### src/rtl/hex_display_ctrl.sv
// hex_display_ctrl
//   Sequencer for a bank of NUM_DIGITS seven-segment decoders. It captures a hex
//   value through a load handshake. It can reveal the value one digit at a time,
//   from right to left. It can also blank leading zeros, blink the whole display,
//   or force every digit dark. Digit 0 is the rightmost, least-significant nibble.
//
// Ports
//   clk        in   system clock, rising edge
//   reset_n    in   asynchronous active-low reset
//   load       in   capture request, accepted when busy=0 and clear=0
//   value      in   hex value to display, 4 bits per digit
//   reveal_en  in   sampled with load: 1 = animate the reveal, 0 = show at once
//   lz_en      in   blank leading zero digits (live)
//   blink_en   in   blink the display while showing
//   blank_all  in   force all digits off (combinational)
//   clear      in   synchronous return to IDLE; has priority over load
//   digits     out  captured nibbles, [3:0] = digit 0
//   off        out  per-digit blank, 1 = dark, [0] = digit 0
//   busy       out  high while the reveal animation runs
module hex_display_ctrl #(
  parameter int NUM_DIGITS = 6,
  parameter int STEP_DIV   = 5_000_000,
  parameter int BLINK_DIV  = 25_000_000
) (
  input  logic                    clk,
  input  logic                    reset_n,
  input  logic                    load,
  input  logic [4*NUM_DIGITS-1:0] value,
  input  logic                    reveal_en,
  input  logic                    lz_en,
  input  logic                    blink_en,
  input  logic                    blank_all,
  input  logic                    clear,
  output logic [4*NUM_DIGITS-1:0] digits,
  output logic [NUM_DIGITS-1:0]   off,
  output logic                    busy
);

  localparam int STEP_W  = (STEP_DIV  > 1) ? $clog2(STEP_DIV)  : 1;
  localparam int BLINK_W = (BLINK_DIV > 1) ? $clog2(BLINK_DIV) : 1;
  localparam int REV_W   = $clog2(NUM_DIGITS + 1);

  localparam logic [STEP_W-1:0]  STEP_MAX  = STEP_W'(STEP_DIV - 1);
  localparam logic [BLINK_W-1:0] BLINK_MAX = BLINK_W'(BLINK_DIV - 1);
  localparam logic [REV_W-1:0]   REV_ONE   = REV_W'(1);
  localparam logic [REV_W-1:0]   REV_FULL  = REV_W'(NUM_DIGITS);
  localparam logic [REV_W-1:0]   REV_LAST  = REV_W'(NUM_DIGITS - 1);

  typedef enum logic [1:0] {
    S_IDLE   = 2'd0,
    S_REVEAL = 2'd1,
    S_SHOW   = 2'd2
  } state_t;

  state_t                    r_state;
  state_t                    w_state_nxt;
  logic [4*NUM_DIGITS-1:0]   r_value;
  logic [REV_W-1:0]          r_revealed;
  logic [STEP_W-1:0]         r_step_cnt;
  logic [BLINK_W-1:0]        r_blink_cnt;
  logic                      r_blink_phase;

  logic                      w_accept;
  logic                      w_step_wrap;
  logic                      w_blink_run;
  logic                      w_zero_run;
  logic [NUM_DIGITS-1:0]     w_off;
  logic                      w_busy;

  // A load is honoured only when no reveal is running and clear is low.
  assign w_accept    = load & (r_state != S_REVEAL) & ~clear;
  assign w_step_wrap = (r_step_cnt == STEP_MAX);
  assign w_blink_run = (r_state == S_SHOW) & blink_en;

  // FSM state register
  always_ff @(posedge clk or negedge reset_n) begin
    if (!reset_n) r_state <= S_IDLE;
    else          r_state <= w_state_nxt;
  end

  // FSM next state. With a single digit, the reveal has nothing to animate.
  always_comb begin
    w_state_nxt = r_state;
    if (clear)
      w_state_nxt = S_IDLE;
    else if (w_accept)
      w_state_nxt = (reveal_en && (NUM_DIGITS > 1)) ? S_REVEAL : S_SHOW;
    else if ((r_state == S_REVEAL) && w_step_wrap && (r_revealed == REV_LAST))
      w_state_nxt = S_SHOW;
  end

  // Captured value, reveal progress and blink timing
  always_ff @(posedge clk or negedge reset_n) begin
    if (!reset_n) begin
      r_value       <= '0;
      r_revealed    <= '0;
      r_step_cnt    <= '0;
      r_blink_cnt   <= '0;
      r_blink_phase <= 1'b0;
    end else begin
      if (w_accept)
        r_value <= value;

      if (clear) begin
        r_revealed <= '0;
        r_step_cnt <= '0;
      end else if (w_accept) begin
        r_revealed <= reveal_en ? REV_ONE : REV_FULL;
        r_step_cnt <= '0;
      end else if (r_state == S_REVEAL) begin
        if (w_step_wrap) begin
          r_step_cnt <= '0;
          r_revealed <= r_revealed + REV_ONE;
        end else begin
          r_step_cnt <= r_step_cnt + STEP_W'(1);
        end
      end

      // A reload restarts the blink cycle from its lit phase.
      if (clear || w_accept || !w_blink_run) begin
        r_blink_cnt   <= '0;
        r_blink_phase <= 1'b0;
      end else if (r_blink_cnt == BLINK_MAX) begin
        r_blink_cnt   <= '0;
        r_blink_phase <= ~r_blink_phase;
      end else begin
        r_blink_cnt   <= r_blink_cnt + BLINK_W'(1);
      end
    end
  end

  // FSM outputs. w_zero_run tracks whether every nibble from the top down to
  // digit i is zero. Digit 0 is exempt, so a zero value still shows "0".
  always_comb begin
    w_busy     = (r_state == S_REVEAL);
    w_zero_run = 1'b1;
    w_off      = '0;
    for (int i = NUM_DIGITS - 1; i >= 0; i--) begin
      w_zero_run = w_zero_run & (r_value[4*i +: 4] == 4'h0);
      w_off[i]   = blank_all
                 | (r_state == S_IDLE)
                 | (i >= int'(r_revealed))
                 | (lz_en & w_zero_run & (i != 0))
                 | r_blink_phase;
    end
  end

  assign digits = r_value;
  assign off    = w_off;
  assign busy   = w_busy;

endmodule

### config.mk
export PLATFORM = sky130hd
export DESIGN_NAME = hex_display_ctrl
export DESIGN_NICKNAME = d
export VERILOG_FILES = /design/src/rtl/hex_display_ctrl.sv
export SDC_FILE = /design/constraint.sdc
export NUM_CORES = 1
export LEC_CHECK = 0
export CORE_MARGIN = 10
export CORE_UTILIZATION = 54
export CTS_CLUSTER_SIZE = 8
export DETAILED_ROUTE_END_ITERATION = 16
export GPL_TIMING_DRIVEN = 0
export HOLD_SLACK_MARGIN = 0.12
export PLACE_DENSITY_LB_ADDON = 0.1
export SYNTH_ARGS = -nofsm -noshare
export SYNTH_HDL_FRONTEND = slang
export SYNTH_SLANG_ARGS = --single-unit
export TNS_END_PERCENT = 30
### constraint.sdc
create_clock -name clk -period 2.7 [get_ports clk]
set_clock_uncertainty 0.2 [all_clocks]
set_input_delay 0.54 -clock clk [delete_from_list [all_inputs] [get_ports clk]]
set_output_delay 0.54 -clock clk [all_outputs]
set_load 0.02 [all_outputs]
After elaboration in Yosys (flattened, before gate mapping)
Cells that the tools add are included.
{ "op_classes": {"bitwise_logic": 32, "shift": 0, "n_lt_le_gt_ge": 6, "reduce_logical": 16, "n_eq_ne": 6, "n_mul": 0, "div_mod_pow": 0, "add_sub_neg": 3, "mux": 17} }
{ "ops": {"columns": ["op", "count"], "rows": [
  ["23-bit 2-to-1 mux", 4],
  ["25-bit 2-to-1 mux", 2],
  ["25-bit by 1-bit adder with 25-bit output (second input constant)", 1],
  ["25-bit equality test (second input constant)", 1],
  ["23-bit by 1-bit adder with 23-bit output (second input constant)", 1],
  ["23-bit equality test (second input constant)", 1],
  ["4-bit logical NOT", 5],
  ["1-bit bitwise OR", 18],
  ["3-bit 2-to-1 mux", 5],
  ["1-bit AND", 12],
  ["3-bit nonzero test", 3],
  ["2-bit 2-to-1 mux", 4],
  ["1-bit by 3-bit greater-or-equal comparator with 1-bit output (first input constant)", 2],
  ["2-bit by 3-bit greater-or-equal comparator with 1-bit output (first input constant)", 2],
  ["3-bit greater-or-equal comparator (first input constant)", 2],
  ["3-bit by 1-bit adder with 3-bit output (second input constant)", 1],
  ["3-bit equality test (second input constant)", 1],
  ["2-bit by 1-bit equality test with 1-bit output (second input constant)", 1],
  ["2-bit equality test (second input constant)", 1],
  ["1-bit logical AND", 2],
  ["2-bit logical NOT", 1],
  ["1-bit logical OR", 2],
  ["1-bit 2-to-1 mux", 2],
  ["2-bit by 1-bit inequality test with 1-bit output (second input constant)", 1],
  ["4 further kinds", 5]
]} }
{ "totals": {"romBits": 0, "mem_count": 0, "word_cells": 86, "latchBits": 0, "out_inout_bits": 31, "ramBits": 0, "ff_bits": 78} }

Logic depth before layout (Yosys ltp)
{ "depth": {"depth_word": 8, "ltp_mapped": 9, "mapped_depth_nobuf": 6} }

Worst setup path before layout
OpenSTA, ideal clock, no wires.
{ "synth_path": {"kind": "register to output", "startpoint": "reg r_value[17] (netlist: digits[17])", "endpoint": "out off[1]", "required_ps": 1960, "path_slack_ps": 555, "arrival_time_ps": 1405, "path_stages_with_launch": 4, "path_cell_list": "dfrtp_1 -> nor4_1 -> nand4_1 -> o21bai_1"} }
{ "synth_between": {"elab_chain_len": 8} }
{ "synth_lines": {"columns": ["item", "line_no", "rtl"], "rows": [
  ["start, declared", "57", "logic [4*NUM_DIGITS-1:0] r_value;"],
  ["start signal, assigned", "102", "r_value <= value;"],
  ["4-bit logical NOT", "139", "w_zero_run = w_zero_run & (r_value[4*i +: 4] == 4'h0);"],
  ["1-bit AND (4 in a row)", "139", null],
  ["1-bit AND", "143", "| (lz_en & w_zero_run & (i != 0))"],
  ["1-bit bitwise OR", "143", null],
  ["1-bit bitwise OR", "144", "| r_blink_phase;"],
  ["end, declared", "35", "output logic [NUM_DIGITS-1:0] off,"]
]} }
No other way between the ends.

Worst setup path after layout
{ "layout_path": {"startpoint": "reg r_value[21] (netlist: digits[21])", "endpoint": "out off[1]"} }
The elaborated chain is that of the path after synthesis.

==> results.cfg <==
[clock_network]
clkSinkCount = 78
clk_latency_ns = 0.34
clkSlewWorstSetupHoldPaths_ns = 0.07
cts_buffers = 9
htreeDepth = 3
cts_tree = built
clock-root-buffer = clkbuf_8
clockBufferDepth = 2

[timing]
period_needed_ns = 2.603
hold_violations = 0
timing.slew.headroom_pct = 54.09
drv_slew = 0
setup_viol = 0
rsz0062_at_grt = no
fmax_mhz = 384.1
worstMarginPinSlew_ns = 0.6829
setup_ws_ns = 0.09657
fin_crit_sh_pct = 96.42

[detailed_routing]
drtPass1Iterations = 4
dr.first_iter.drc_count = 152
avgRoutedWirePerCell_um = 15.96
routed_wl_um = 9334
drtAntennaViolNets = 0
dr_total_vias = 3294
drc = 0
viasPerCell = 5.631

[worst_setup_path]
crit_path_end_kind = output pin
critical_path_buf_inv_count = 1
cp_cell_sequence = nor4_1, and2_1, nand4_1, o21bai_1, clkdlybuf4s15_1
path_class = reg -> out
crit_path_start_kind = register
cp.arrival_ns = 1.86
crit_slowest_cell = dfrtp_1
crit_path_max_incr_delay_ns = 0.40
crit_path_max_fanout = 4
cp.required_ns = 1.96
cpLargestDelayFamily = simple AND/OR/NAND/NOR gates

[run_status]
status = complete, no violations

[layout]
nets = 518
n_antenna_cell = 0
design_area_sq_um = 5069
drive_above_1_share_pct = 13.58
layout_commonest_cell = dfrtp_1
syn_to_final_growth_pct = 25.26
mostFrequentLayoutCells = dfrtp_1, clkdlybuf4s50_1, nor2_1, nand2_1, nand3_1
stdcell_count = 585

[power_and_ir_drop]
vdd_ir_drop_max_uv = 353.0
power_density_nw_per_um2 = 577.0
total_power_mw = 2.925
leakagePower_nw = 2.003

[synth]
yosys-top-cells-area = dfrtp_1, mux2_2, nor2_1
synth.avg_cell_area_sq_um = 9.966
ys_warn_count = 0
yosysTopAreaCell = dfrtp_1
ys_seq_area_share_pct = 48.24
synth-edff-count = 0
synth_top_area_share_pct = 48.24
synthCells = 406
synth_area_sq_um = 4046
synth_cell_types = 51
ys.flop_type = dfrtp_1
ys_ff_latch = 78
synth_fp_nets = 443
async_reset_ff_share_pct = 100.0

[job]
cap_violations = 0

[global_routing]
grt_pass1_vias = 3274
gr-total-overflow = 0
grt_first_pass_wirelength_um = 15660
grt_start_max_net_pins = 63
track_usage_pct = 16.71
antenna_found_initial = 0

[floorplan]
dieArea_sq_um = 11360
coreArea_sq_um = 7253
die_h_um = 106.6
io_pins = 63
rows = 31
start_util_pct = 55.79
fp.dieW_um = 106.6

[place]
dpl.cell_count = 568
gp_congestion = 0.8518
pre_cts_slack_ns = -0.2443
hpwl_um = 6779
dpl_cell_area_sq_um = 4816
port-buffer-count = 62

[min_path]
hold_path.class = reg -> reg
[kinds of logic after synthesis]
group                    Yosys count  synth area share, %
multiplexers                      24                6.679
buffers and inverters             30                3.432
adder cells (fa/ha/maj)            5                1.546
AO/OA/AOI/OAI                     66                10.27
AND/OR/NAND/NOR                  179                24.64
flip-flops                        78                48.24
XOR/XNOR                          24                5.195
[state kept, by name, summed over array words and instances, names as in the netlist]
register,cells
r_blink_cnt,25
digits,24
r_revealed,3
r_blink_phase,1
r_state,2
r_step_cnt,23
[worst reg2reg max path: cells and delay by family, from the launching register on]
kind                       cells  cell delay (ns)
AOI/OAI and AO/OA              3             0.60
DFF                            1             0.45
and+or+nand+nor                2             0.45
adders and majority gates      1             0.29
buffers and inverters          1             0.25
[cell usage after synthesis, types with 4 or more instances]
library cell,number
a21o_1,4
a21oi_1,18
a22o_1,9
a31oi_1,4
and3_1,5
and4_1,4
buf_2,6
clkbuf_1,6
dfrtp_1,78
ha_1,5
inv_1,15
mux2_2,24
nand2_1,34
nand3_1,31
nand4_1,9
nor2_1,45
nor3_1,9
nor4_1,8
o211ai_1,4
o21ai_0,15
or4_1,4
xnor2_1,8
xor2_1,16
[path summary, 6_finish.rpt]
kind	startpoint	endpoint	slack, ns	cells past startpoint
worst min-delay path	r_blink_cnt[0]$_DFF_PN0_	r_blink_cnt[0]$_DFF_PN0_	0.30	1
worst max register to register	r_step_cnt[0]$_DFFE_PN0P_	r_step_cnt[14]$_DFFE_PN0P_	0.35	7
worst min register to register	r_blink_cnt[0]$_DFF_PN0_	r_blink_cnt[0]$_DFF_PN0_	0.30	1
min in group asynchronous	reset_n	r_blink_cnt[16]$_DFF_PN0_	0.41	2
worst max-delay path	digits[21]$_DFFE_PN0P_	off[1]	0.1	5
max in group asynchronous	reset_n	digits[21]$_DFFE_PN0P_	1.33	3
[through the flow]
stage / utilization (%) / setup TNS, ns / hold slack [ns]
2_1_floorplan: - / 0 / 0.04441
4_1_cts: 69.83 / 0 / 0.2967
6_report: 69.88 / 0 / 0.2978
5_1_grt: 69.88 / 0 / 0.3064
3_5_place_dp: 66.40 / -1.089 / 0.2267
3_3_place_gp: 66.05 / -148.29 / 0.2739
[timing repair]
action,in CTS,in global routing
hold endpoints to repair,16,0
endpoints found under the setup margin,6,3
hold buffers,1,0
pin swaps,0,1
setup buffers,0,0
resized for setup,7,2
[report_power, final]
group / total, mW / switching [mW] / internal (mW)
registers: 1.33 / 0.0771 / 1.26
clock network: 1.00 / 0.405 / 0.596
logic: 0.589 / 0.297 / 0.292
total: 2.92 / 0.780 / 2.15
[final cells by class]
class	count	area (sq um)
Clock buffer	13	168.9
Fill cell	577	2185
Sequential cell	78	1952
Clock inverter	3	65.06
Inverter	15	56.30
Multi-Input combinational cell	298	1967
Timing Repair Buffer	64	653.1
Buffer	15	82.58
Tap cell	99	123.9
[layer usage]
layer	up-vias	GRT usage, %	part of all wire [%]
met4	0	4.062	0.90
met2	108	25.59	45
met3	7	8.696	9.9
met5	-	0	0
met1	1573	20.36	44
li1	1606	-	-
Note: power is estimated with default switching activity, not from simulation.
